**config.mk**
```make
export PLATFORM = sky130hd
export DESIGN_NAME = decode_stage_flat
export DESIGN_NICKNAME = d
export VERILOG_FILES = /design/src/rtl/decode_if.sv /design/src/rtl/decode_stage.sv /design/src/flat_wrapper.sv
export SDC_FILE = /design/constraint.sdc
export NUM_CORES = 1
export LEC_CHECK = 0
export CORE_UTILIZATION = 30
export DETAILED_ROUTE_END_ITERATION = 10
export PLACE_DENSITY_LB_ADDON = 0.05
export REMOVE_ABC_BUFFERS = 1
export SYNTH_ARGS = -nofsm -noshare
export SYNTH_HDL_FRONTEND = slang
export SYNTH_SLANG_ARGS = --single-unit
```
**constraint.sdc**
```tcl
create_clock -name clk -period 2.45 [get_ports clk]
set_clock_uncertainty 0.05 [all_clocks]
set_input_delay 0.245 -clock clk [delete_from_list [all_inputs] [get_ports clk]]
set_output_delay 0.245 -clock clk [all_outputs]
set_load 0.1 [all_outputs]
```
**src/rtl/decode_if.sv**
```systemverilog
// Fetch-to-decode handshake: fetched instruction bundle forward, stall back.
interface decode_if #(
    parameter int INSTR_W = 16,
    parameter int DATA_W  = 16
);
    logic               valid_if;
    logic [INSTR_W-1:0] instruction_if;
    logic [DATA_W-1:0]  next_program_counter_if;
    logic               branch_prediction_bp;
    logic               stall_id;

    modport master (
        output valid_if,
        output instruction_if,
        output next_program_counter_if,
        output branch_prediction_bp,
        input  stall_id
    );

    modport slave (
        input  valid_if,
        input  instruction_if,
        input  next_program_counter_if,
        input  branch_prediction_bp,
        output stall_id
    );
endinterface

```
**src/rtl/decode_stage.sv**
```systemverilog
// Instruction decode stage with ID/EX register, writeback bypass and stall/flush.
// Load-use bubble insertion is enabled by defining DECODE_HAZARD_EN.
module decode_stage #(
    parameter int              INSTR_W   = 16,
    parameter int              DATA_W    = 16,
    parameter int              OPC_W     = 4,
    parameter int              REG_IDX_W = 5,
    parameter int              IMM_W     = 7,
    parameter int              TGT_W     = 12,
    parameter logic [OPC_W-1:0] LOAD_OPC = 4'b1000,
    parameter logic [OPC_W-1:0] NOP_OPC  = 4'b0000
) (
    input  logic                 clk,
    input  logic                 rst,
    decode_if.slave              fetch,
    input  logic                 flush_ex,
    input  logic                 stall_ex,
    output logic [REG_IDX_W-1:0] reg1_index_rf,
    output logic [REG_IDX_W-1:0] reg2_index_rf,
    input  logic [DATA_W-1:0]    reg1_data_rf,
    input  logic [DATA_W-1:0]    reg2_data_rf,
    input  logic                 wb_we,
    input  logic [REG_IDX_W-1:0] wb_index,
    input  logic [DATA_W-1:0]    wb_data,
    output logic [OPC_W-1:0]     opcode_id,
    output logic [DATA_W-1:0]    target_address_id,
    output logic                 valid_id,
    output logic [OPC_W-1:0]     control_id,
    output logic [DATA_W-1:0]    next_program_counter_id,
    output logic [DATA_W-1:0]    reg1_data_id,
    output logic [DATA_W-1:0]    reg2_data_id,
    output logic [IMM_W-1:0]     immediate_id,
    output logic [REG_IDX_W-1:0] dest_reg_index_id
);

`ifdef DECODE_HAZARD_EN
    localparam logic HAZARD_EN = 1'b1;
`else
    localparam logic HAZARD_EN = 1'b0;
`endif

    logic [INSTR_W-1:0]   instr;
    logic [OPC_W-1:0]     opc;
    logic [REG_IDX_W-1:0] rs1;
    logic [REG_IDX_W-1:0] rs2;
    logic [IMM_W-1:0]     imm;
    logic                 live;
    logic [DATA_W-1:0]    op1;
    logic [DATA_W-1:0]    op2;
    logic                 load_use;
    logic                 hazard;

    assign instr = fetch.instruction_if;
    assign opc   = instr[INSTR_W-1 -: OPC_W];
    assign rs1   = instr[2*REG_IDX_W-1:REG_IDX_W];
    assign rs2   = instr[REG_IDX_W-1:0];
    assign imm   = instr[REG_IDX_W+IMM_W-1:REG_IDX_W];

    assign reg1_index_rf     = rs1;
    assign reg2_index_rf     = rs2;
    assign target_address_id = DATA_W'(instr[TGT_W-1:0]);

    // Squashed or killed instructions decode as a bubble.
    assign live      = fetch.valid_if & ~fetch.branch_prediction_bp & ~flush_ex;
    assign opcode_id = live ? opc : NOP_OPC;

    assign op1 = (wb_we && wb_index == rs1) ? wb_data : reg1_data_rf;
    assign op2 = (wb_we && wb_index == rs2) ? wb_data : reg2_data_rf;

    assign load_use = valid_id & (control_id == LOAD_OPC) & fetch.valid_if
                    & ((dest_reg_index_id == rs1) | (dest_reg_index_id == rs2));
    assign hazard   = HAZARD_EN & load_use;

    assign fetch.stall_id = stall_ex | (hazard & ~flush_ex);

    always_ff @(posedge clk) begin
        if (rst) begin
            valid_id                <= 1'b0;
            control_id              <= NOP_OPC;
            next_program_counter_id <= '0;
            reg1_data_id            <= '0;
            reg2_data_id            <= '0;
            immediate_id            <= '0;
            dest_reg_index_id       <= '0;
        end else if (flush_ex || !stall_ex) begin
            next_program_counter_id <= fetch.next_program_counter_if;
            reg1_data_id            <= op1;
            reg2_data_id            <= op2;
            immediate_id            <= imm;
            dest_reg_index_id       <= rs2;
            if (flush_ex || hazard) begin
                valid_id   <= 1'b0;
                control_id <= NOP_OPC;
            end else begin
                valid_id   <= fetch.valid_if & ~fetch.branch_prediction_bp;
                control_id <= (fetch.valid_if & ~fetch.branch_prediction_bp)
                              ? opc : NOP_OPC;
            end
        end
    end

endmodule

```
**src/flat_wrapper.sv**
```systemverilog
// flat-port wrapper written by rule: the top's interface ports become plain ports
module decode_stage_flat 
#(
    parameter int              INSTR_W   = 16,
    parameter int              DATA_W    = 16,
    parameter int              OPC_W     = 4,
    parameter int              REG_IDX_W = 5,
    parameter int              IMM_W     = 7,
    parameter int              TGT_W     = 12,
    parameter logic [OPC_W-1:0] LOAD_OPC = 4'b1000,
    parameter logic [OPC_W-1:0] NOP_OPC  = 4'b0000
)
  (clk, rst, flush_ex, stall_ex, reg1_index_rf, reg2_index_rf, reg1_data_rf, reg2_data_rf, wb_we, wb_index, wb_data, opcode_id, target_address_id, valid_id, control_id, next_program_counter_id, reg1_data_id, reg2_data_id, immediate_id, dest_reg_index_id, fetch_valid_if, fetch_instruction_if, fetch_next_program_counter_if, fetch_branch_prediction_bp, fetch_stall_id);
  decode_if #(.INSTR_W(INSTR_W), .DATA_W(DATA_W)) fetch_i ();
  input  logic clk;
  input  logic rst;
  input  logic flush_ex;
  input  logic stall_ex;
  output logic [REG_IDX_W-1:0] reg1_index_rf;
  output logic [REG_IDX_W-1:0] reg2_index_rf;
  input  logic [DATA_W-1:0] reg1_data_rf;
  input  logic [DATA_W-1:0] reg2_data_rf;
  input  logic wb_we;
  input  logic [REG_IDX_W-1:0] wb_index;
  input  logic [DATA_W-1:0] wb_data;
  output logic [OPC_W-1:0] opcode_id;
  output logic [DATA_W-1:0] target_address_id;
  output logic valid_id;
  output logic [OPC_W-1:0] control_id;
  output logic [DATA_W-1:0] next_program_counter_id;
  output logic [DATA_W-1:0] reg1_data_id;
  output logic [DATA_W-1:0] reg2_data_id;
  output logic [IMM_W-1:0] immediate_id;
  output logic [REG_IDX_W-1:0] dest_reg_index_id;
  input wire logic [$bits(fetch_i.valid_if)-1:0] fetch_valid_if;
  input wire logic [$bits(fetch_i.instruction_if)-1:0] fetch_instruction_if;
  input wire logic [$bits(fetch_i.next_program_counter_if)-1:0] fetch_next_program_counter_if;
  input wire logic [$bits(fetch_i.branch_prediction_bp)-1:0] fetch_branch_prediction_bp;
  output wire logic [$bits(fetch_i.stall_id)-1:0] fetch_stall_id;
  assign fetch_i.valid_if = fetch_valid_if;
  assign fetch_i.instruction_if = fetch_instruction_if;
  assign fetch_i.next_program_counter_if = fetch_next_program_counter_if;
  assign fetch_i.branch_prediction_bp = fetch_branch_prediction_bp;
  assign fetch_stall_id = fetch_i.stall_id;
  decode_stage #(.INSTR_W(INSTR_W), .DATA_W(DATA_W), .OPC_W(OPC_W), .REG_IDX_W(REG_IDX_W), .IMM_W(IMM_W), .TGT_W(TGT_W), .LOAD_OPC(LOAD_OPC), .NOP_OPC(NOP_OPC)) u_core (.clk(clk), .rst(rst), .fetch(fetch_i), .flush_ex(flush_ex), .stall_ex(stall_ex), .reg1_index_rf(reg1_index_rf), .reg2_index_rf(reg2_index_rf), .reg1_data_rf(reg1_data_rf), .reg2_data_rf(reg2_data_rf), .wb_we(wb_we), .wb_index(wb_index), .wb_data(wb_data), .opcode_id(opcode_id), .target_address_id(target_address_id), .valid_id(valid_id), .control_id(control_id), .next_program_counter_id(next_program_counter_id), .reg1_data_id(reg1_data_id), .reg2_data_id(reg2_data_id), .immediate_id(immediate_id), .dest_reg_index_id(dest_reg_index_id));
endmodule
```
==> results of run 1 <==
-- power breakdown --
group / internal [W] / switching [W] / total, W
combinational: 0.000315 / 0.000883 / 0.00120
sequential: 0.00112 / 0.0000347 / 0.00116
clock: 0.000572 / 0.000412 / 0.000985
-- layer usage --
metal | up-vias | share of wire
met4 | 0 | 0.013
met3 | 10 | 0.093
met2 | 137 | 0.47
li1 | 1538 | -
met1 | 1424 | 0.43
met5 | - | 0
-- worst max-delay path, cell delays in order --
cell             delay, ns
clkdlybuf4s50_1       0.50
nor3b_1               0.40
and2_1                0.24
buf_12                0.18
-- layout by cell type (no fill, tap or decap), types with 2 or more instances in the layout --
master / instances
a21oi_1: 29
a22oi_1: 4
a41oi_1: 10
and2_1: 18
buf_12: 6
buf_4: 97
bufinv_16: 2
clkbuf_1: 2
clkbuf_8: 9
clkdlybuf4s50_1: 91
clkinvlp_4: 2
conb_1: 4
dfxtp_1: 65
nand2_1: 110
nand4_1: 22
nor2_1: 5
nor4_4: 2
o211ai_1: 14
o211ai_2: 8
o21ai_1: 10
xnor2_1: 2
xor2_1: 8
-- through the flow --
stage	std cells	setup WS, ns
global placement	644	0.420
finish	660	0.595
CTS	660	0.572
floorplan	317	-0.316
global route	660	0.509
detailed placement	644	0.365
-- layout make-up --
cell class | instances | area (um^2) | area share
clock buffer | 11 | 131 | 0.0272
timing repair buffer | 194 | 1760 | 0.364
multi-input combinational | 252 | 1400 | 0.289
sequential | 65 | 1300 | 0.269
tap | 133 | 166 | 0.0344
clock inverter | 5 | 80.1 | 0.0166
-- state kept, by name, indices dropped and copies added, names as in the netlist --
signal                          cells
u_core.control_id                   4
u_core.immediate_id                 7
u_core.reg1_data_id                16
u_core.valid_id                     1
u_core.next_program_counter_id     16
u_core.dest_reg_index_id            5
u_core.reg2_data_id                16
-- path summary, 6_finish.rpt --
check / start / end / slack [ns] / cells after the start
setup / recovery: flush_ex / opcode_id[2] / 0.59 / 4
hold / removal: u_core.dest_reg_index_id[4] / u_core.dest_reg_index_id[4] / 0.40 / 2
setup reg to reg: u_core.reg1_data_id[10] / u_core.reg1_data_id[10] / 1.60 / 3
hold reg to reg: u_core.dest_reg_index_id[4] / u_core.dest_reg_index_id[4] / 0.40 / 2
-- cell families after synthesis --
logic type	Yosys count
compound gates	75
xor+xnor	10
buf+inv	57
flops	65
other cells	1
simple gates	163
==> results.ini, run 1 <==
[critical_path]
endpoint_kind = primary output
critPathMaxFanout = 5
path_class = input port to primary output
cp_data_required_time_ns = 2.15
crit_arrival_ns = 1.56
critPathLaunchType = input port

[synth]
synth.most_common_cell = nand2_1
synth_xor_xnor_area_share = 0.0290
ys_ff_latch = 65
ys_types = 23
ys_seq_area_frac = 0.431
synth_adder_area_share = 0
synth.top_cells.by_area = dfxtp_1 (43%), nand2_1 (14%), buf_4 (7.5%)
synthesis.area_um2 = 3020
syn-instance-count = 371
synth-simple-area-share = 0.253
synth_area_leader_cell = dfxtp_1
synth_compound_area_frac = 0.171
synth_top_family_by_area = simple AND/OR/NAND/NOR gates
ys_warn_count = 0
synthMuxAreaShare = 0
dominantRegCellSynth = dfxtp_1
yosysTopAreaCellShare = 0.431
synth_edf_count = 0
avgSynthCellArea_um2 = 8.14
yosys-top-cells-count = nand2_1 (110), dfxtp_1 (65), buf_4 (30)
ys_async_sr_fraction = 0

[timing]
rsz0062_at_grt = false
fmax_mhz = 539
setup_tns_ns = 0
setup_viol_count_final = 0
holdWs_ns = 0.402
min_period_over_period = 0.757
finalHoldViolations = 0
period_needed_ns = 1.86
maxSlewViolCount = 0

[global_routing]
gr-total-overflow = 0
grt.busiest_layer = met2
use_met3 = 0.0554
grt_max_degree = 65
grt_pass1_wl_um = 14100
use_met2 = 0.297
first_global_vias = 2862
use_met1 = 0.206
grt_usage = 0.175
antenna_found_initial = 0

[detailed_routing]
drtIter0Drc = 52
drc_errors = 0
finalWirelength_um = 9510
wl_per_cell_um = 14.4
vias_per_cell = 4.71
num_vias = 3109
first_pass_iters = 4
postRouteAntennaNets = 0

[cts]
cts_resized = 0
cts_setup_buffers = 0
insertion_delay_ns = 0.32
numCtsBuffers = 9
root_buffer = clkbuf_8
clk_transition_reported_paths_ns = 0.06
cts.sinks = 65
h-tree-depth = 3
cts_tree = yes
postCtsHoldBufs = 0
cts_buffer_depth = 2

[floorplan]
core_region_area_um2 = 9770
io_pins = 188
initial_core_util = 0.309
die-area_um2 = 10500
die_x_um = 102
die_h_um = 102
rows = 36

[final_layout]
drive_gt1_frac = 0.247
final_util = 0.495
n_antenna_cell = 0
nets = 614
n_fill_cell = 978
finish.instance_area_um2 = 4840
syn_to_final_growth_pct = 60.0

[placement]
dp_hpwl_um = 6810
portBuffers = 183
gp_routability_congestion = 0.731
place_area_um2 = 4620

[power]
ir_drop_mv = 0.280
powerDensity_nw_per_um2 = 691
p_leak_nw = 2.01
p_total_w = 0.00334

[outcome]
status = finished, final reports clean

[worst_hold_path]
worstHoldPathType = flop to flop

[run]
cap_violations = 0

Note: power is estimated with default switching activity, not from simulation.
==> run 2, diff against run 1 <==
==> constraint.sdc (replaced) <==
create_clock -name clk -period 1.8 [get_ports clk]
set_clock_uncertainty 0.05 [all_clocks]
set_input_delay 0.18 -clock clk [delete_from_list [all_inputs] [get_ports clk]]
set_output_delay 0.18 -clock clk [all_outputs]
set_load 0.1 [all_outputs]
==> run 2 against run 1 <==
Net effect:
- combinational power increased by 46%
- largest power group unchanged
- setup slack got worse by 0.44 ns
- critical endpoint unchanged
- die area unchanged
- count of clock-buffer cells in the layout increased by 2
==> results.ini, run 2 (synthesis gave the netlist of run 1 again) <==
[outcome]
status = finished, final reports clean

[critical_path]
crit_arrival_ns = 1.42
critPathLaunchType = input port
critPathMaxFanout = 5
slowest_delay_ns = 0.50
reg2reg_from = u_core.reg2_data_id[5]
endpoint_kind = primary output
r2r_slack_ns = 0.94
reg2reg_depth = 3
path_cells = clkdlybuf4s50_1 -> nor3b_2 -> buf_4 -> and2_1 -> buf_12
crit_slowest_cell = clkdlybuf4s50_1
cp_data_required_time_ns = 1.57
path_class = input port to primary output
r2r_end = u_core.reg2_data_id[5]

[timing]
period_needed_ns = 1.65
min_period_over_period = 0.915
fmax_mhz = 607
finalHoldViolations = 0
setup_tns_ns = 0
rsz0062_at_grt = false
maxSlewViolCount = 0
setup_viol_count_final = 0
holdWs_ns = 0.341

[cts]
insertion_delay_ns = 0.33
cts_setup_buffers = 0
postCtsHoldBufs = 0
h-tree-depth = 3
cts_buffer_depth = 2
cts.sinks = 65
numCtsBuffers = 9
cts_tree = yes
clk_transition_reported_paths_ns = 0.07
root_buffer = clkbuf_8

[placement]
portBuffers = 183
place_area_um2 = 5090
dp_hpwl_um = 7310
gp_routability_congestion = 0.758
dp.cells = 664

[power]
ir_drop_mv = 0.375
p_leak_nw = 2.24
powerDensity_nw_per_um2 = 879

[floorplan]
die-area_um2 = 10500
io_pins = 188
core_region_area_um2 = 9770
initial_core_util = 0.309
rows = 36
die_h_um = 102
die_x_um = 102

[final_layout]
mostFrequentLayoutCell = nand2_1
final_cell_count_no_fill = 679
top_regs = u_core.next_program_counter_id x16, u_core.reg1_data_id x16, u_core.reg2_data_id x16
n_antenna_cell = 0
syn_to_final_growth_pct = 75.6
final_cell_mix = nand2_1 (110), buf_4 (92), clkdlybuf4s50_1 (91), dfxtp_1 (65), buf_12 (31)
drive_gt1_frac = 0.278
finish.instance_area_um2 = 5310
nets = 634

[detailed_routing]
finalWirelength_um = 9900
postRouteAntennaNets = 0
drc_errors = 0
vias_per_cell = 4.65
wl_per_cell_um = 14.6
first_pass_iters = 4
drtIter0Drc = 65
num_vias = 3160

[global_routing]
grt_max_degree = 40
first_global_vias = 3079
antenna_found_initial = 0
grt_pass1_wl_um = 14900
gr-total-overflow = 0
grt_usage = 0.187

[worst_hold_path]
whs_path_depth = 3
hp-start = fetch_next_program_counter_if[12]
worstHoldPathType = input port to flop
min_to = u_core.next_program_counter_id[12]

[run]
cap_violations = 0

## run 2: cell count changes in the layout (fill, tap and decap cells not counted)
| cell | delta |
|---|---|
| buf_4 | -5 |
| nor3b_1 | -1 |
| clkbuf_8 | +4 |
| nor3b_2 | +1 |
| clkbuf_1 | -2 |
| clkinvlp_4 | -2 |
| bufinv_16 | -1 |
| buf_12 | +25 |
## run 2: per-stage QoR
| step | worst slack, ns | total power, W | utilization |
|---|---|---|---|
| 2_1_floorplan | -0.901 | 0.00251 | - |
| 3_3_place_gp | -0.0345 | 0.00337 | 0.520 |
| 3_5_place_dp | -0.0549 | 0.00337 | 0.520 |
| 4_1_cts | 0.135 | 0.00472 | 0.542 |
| 5_1_grt | 0.111 | 0.00483 | 0.543 |
| 6_report | 0.153 | 0.00467 | 0.543 |
## run 2: timing repair
action                                 CTS  global route
setup endpoints to repair                0             4
endpoints found under the hold margin    0             0
resized for setup                        0             1
## run 2: layout make-up
| type | instances | area (um^2) |
|---|---|---|
| Multi-Input combinational cell | 252 | 1400 |
| Fill cell | 914 | 4470 |
| Clock inverter | 2 | 35.0 |
| Tap cell | 133 | 166 |
| Timing Repair Buffer | 214 | 2220 |
| Clock buffer | 13 | 179 |
| Sequential cell | 65 | 1300 |
## run 2: metal layers
| metal | routed length [um] | vias up | global-route usage |
|---|---|---|---|
| met5 | 0 | - | 0 |
| met4 | 68 | 0 | 0.0505 |
| met3 | 953 | 4 | 0.0773 |
| met2 | 4570 | 138 | 0.306 |
| met1 | 4310 | 1437 | 0.225 |
| li1 | - | 1581 | - |
## run 2: critical path, delay by kind of cell
kind	cells	cell delay (ns)
buffers and inverters	3	0.83
AND/OR/NAND/NOR	2	0.39
## run 2: worst max-delay path by stage
stage	startpoint	end	slack [ns]	depth (start not counted)
floorplan	stall_ex	u_core.reg2_data_id[10]	-0.90	4
global placement	fetch_instruction_if[0]	u_core.reg2_data_id[9]	-0.03	6
detailed placement	fetch_instruction_if[0]	u_core.reg2_data_id[12]	-0.05	6
CTS	flush_ex	opcode_id[2]	0.14	5
global route	flush_ex	opcode_id[2]	0.11	5
finish	flush_ex	opcode_id[2]	0.15	5
## run 2: power breakdown
| group | leakage, nW | total (W) | internal (W) | switching (W) |
|---|---|---|---|---|
| Clock | 0.112 | 0.00133 | 0.000782 | 0.000551 |
| Combinational | 1.59 | 0.00175 | 0.000531 | 0.00122 |
| Sequential | 0.538 | 0.00158 | 0.00153 | 0.0000479 |
| Total | 2.24 | 0.00467 | 0.00284 | 0.00182 |
==> run 3, diff against run 2 <==
--- a/config.mk
+++ b/config.mk
@@ -8,6 +8,7 @@
 export CORE_UTILIZATION = 30
 export DETAILED_ROUTE_END_ITERATION = 10
 export PLACE_DENSITY_LB_ADDON = 0.05
+export RECOVER_POWER = 100
 export REMOVE_ABC_BUFFERS = 1
 export SYNTH_ARGS = -nofsm -noshare
 export SYNTH_HDL_FRONTEND = slang
==> run 3 against run 2 <==
Net effect:
- first-iteration DRC count increased by 4.6%
- critical path depth unchanged
- count of clock-buffer cells in the layout unchanged
- critical path type unchanged
- setup slack got worse by 0.061 ns
- worst hold slack improved by 0.0014 ns
- routed wire length decreased by 0.90%
- register-to-register slack about the same
- global-route usage unchanged
- largest power group is now sequential cells
==> results.ini, run 3 (synthesis gave the netlist of run 1 again) <==
[outcome]
status = finished, final reports clean

[global_routing]
gr-total-overflow = 0
antenna_found_initial = 0
grt_usage = 0.187
grt_pass1_wl_um = 14900
first_global_vias = 3079
grt_max_degree = 40

[critical_path]
reg2reg_depth = 3
reg2reg_from = u_core.reg1_data_id[2]
critPathMaxFanout = 5
endpoint_kind = primary output
r2r_slack_ns = 0.95
endpoint = opcode_id[2]
crit_arrival_ns = 1.48
critPathLaunchType = input port
path_class = input port to primary output
r2r_end = u_core.reg1_data_id[2]
cp_data_required_time_ns = 1.57
critPathLaunch = flush_ex

[placement]
portBuffers = 183
gp_routability_congestion = 0.758
dp_hpwl_um = 7310

[final_layout]
final_cell_mix = nand2_1 (110), clkdlybuf4s50_1 (90), clkbuf_2 (90), dfxtp_1 (65), a21oi_1 (29)
drive_gt1_frac = 0.269
mostFrequentLayoutCell = nand2_1
nets = 634
syn_to_final_growth_pct = 56.1
top_regs = u_core.next_program_counter_id x16, u_core.reg1_data_id x16, u_core.reg2_data_id x16
n_antenna_cell = 0
final_util = 0.483
n_fill_cell = 995

[power]
clockPowerShare = 0.297
power.share.switching = 0.401
p_leak_nw = 2.02
powerDensity_nw_per_um2 = 952
p_comb_frac = 0.352
ir_drop_mv = 0.364
power_switching_w = 0.00180
p_int_w = 0.00269
p_seq_frac = 0.351

[floorplan]
rows = 36
die-area_um2 = 10500
initial_core_util = 0.309
io_pins = 188
core_region_area_um2 = 9770
die_x_um = 102
die_h_um = 102

[timing]
min_period_over_period = 0.949
setup_viol_count_final = 0
slew_headroom = 0.529
period_needed_ns = 1.71
maxSlewViolCount = 0
setup_tns_ns = 0
tightestPinTransition_ns = 0.707
fmax_mhz = 585
rsz0062_at_grt = false
finalHoldViolations = 0

[detailed_routing]
wl_per_cell_um = 14.5
finalWirelength_um = 9810
postRouteAntennaNets = 0
first_pass_iters = 6
vias_per_cell = 4.66
drc_errors = 0
drtIter0Drc = 68
num_vias = 3163

[cts]
cts_buffer_depth = 2
cts.sinks = 65
root_buffer = clkbuf_8
cts_tree = yes
numCtsBuffers = 9
clk_transition_reported_paths_ns = 0.07
postCtsHoldBufs = 0
insertion_delay_ns = 0.33
h-tree-depth = 3

[run]
cap_violations = 0

[worst_hold_path]
worstHoldPathType = input port to flop

run 3: worst min path at each step:
stage | slack, ns | to | start | cells after the start
detailed placement | 0.39 | u_core.next_program_counter_id[11] | u_core.next_program_counter_id[11] | 2
finish | 0.34 | u_core.next_program_counter_id[12] | fetch_next_program_counter_if[12] | 3
global placement | 0.39 | u_core.dest_reg_index_id[3] | u_core.dest_reg_index_id[3] | 2
global route | 0.34 | u_core.next_program_counter_id[8] | fetch_next_program_counter_if[8] | 3
floorplan | 0.20 | u_core.dest_reg_index_id[0] | rst | 1
CTS | 0.32 | u_core.next_program_counter_id[8] | fetch_next_program_counter_if[8] | 3
run 3: cell type report:
| cell class | count | area (um^2) | area share |
|---|---|---|---|
| clock buffers | 13 | 179 | 0.0379 |
| clock inverters | 2 | 35.0 | 0.00743 |
| multi-input cells | 252 | 1380 | 0.292 |
| flip-flops and latches | 65 | 1300 | 0.276 |
| well taps | 133 | 166 | 0.0353 |
| repair buffers | 214 | 1660 | 0.352 |
run 3: layer usage:
layer  track usage  routed length [um]
met1         0.225                4320
met4        0.0505                  68
met5             0                   0
met2         0.306                4560
met3        0.0773                 865
run 3: power by group through the flow:
stage	clock network, W	logic, W	registers, W
4_1_cts	0.00138	0.00176	0.00158
5_1_grt	0.00143	0.00165	0.00159
3_3_place_gp	0	0.00176	0.00161
6_report	0.00133	0.00158	0.00158
3_5_place_dp	0	0.00176	0.00161
2_1_floorplan	0	0.000247	0.00226
run 3: worst max-delay path: stages:
cell and delay, ns:
clkdlybuf4s50_1 0.50, nor3b_2 0.22, buf_4 0.15, and2_1 0.13
buf_4 0.29
run 3: through the flow:
stage / instance area, um^2 / hold WS (ns) / instances / setup slack, ns / power, W
2_1_floorplan: 2690 / 0.199 / 317 / -0.901 / 0.00251
3_3_place_gp: 5090 / 0.389 / 664 / -0.0345 / 0.00337
3_5_place_dp: 5090 / 0.395 / 664 / -0.0549 / 0.00337
4_1_cts: 5300 / 0.324 / 679 / 0.135 / 0.00472
5_1_grt: 4720 / 0.342 / 679 / 0.0565 / 0.00466
6_report: 4720 / 0.342 / 679 / 0.0918 / 0.00449
run 3: repair_timing:
| action | in CTS | in global routing |
|---|---|---|
| setup endpoints to repair | 0 | 4 |
| gates resized for setup | 0 | 1 |
| setup buffers | 0 | 0 |
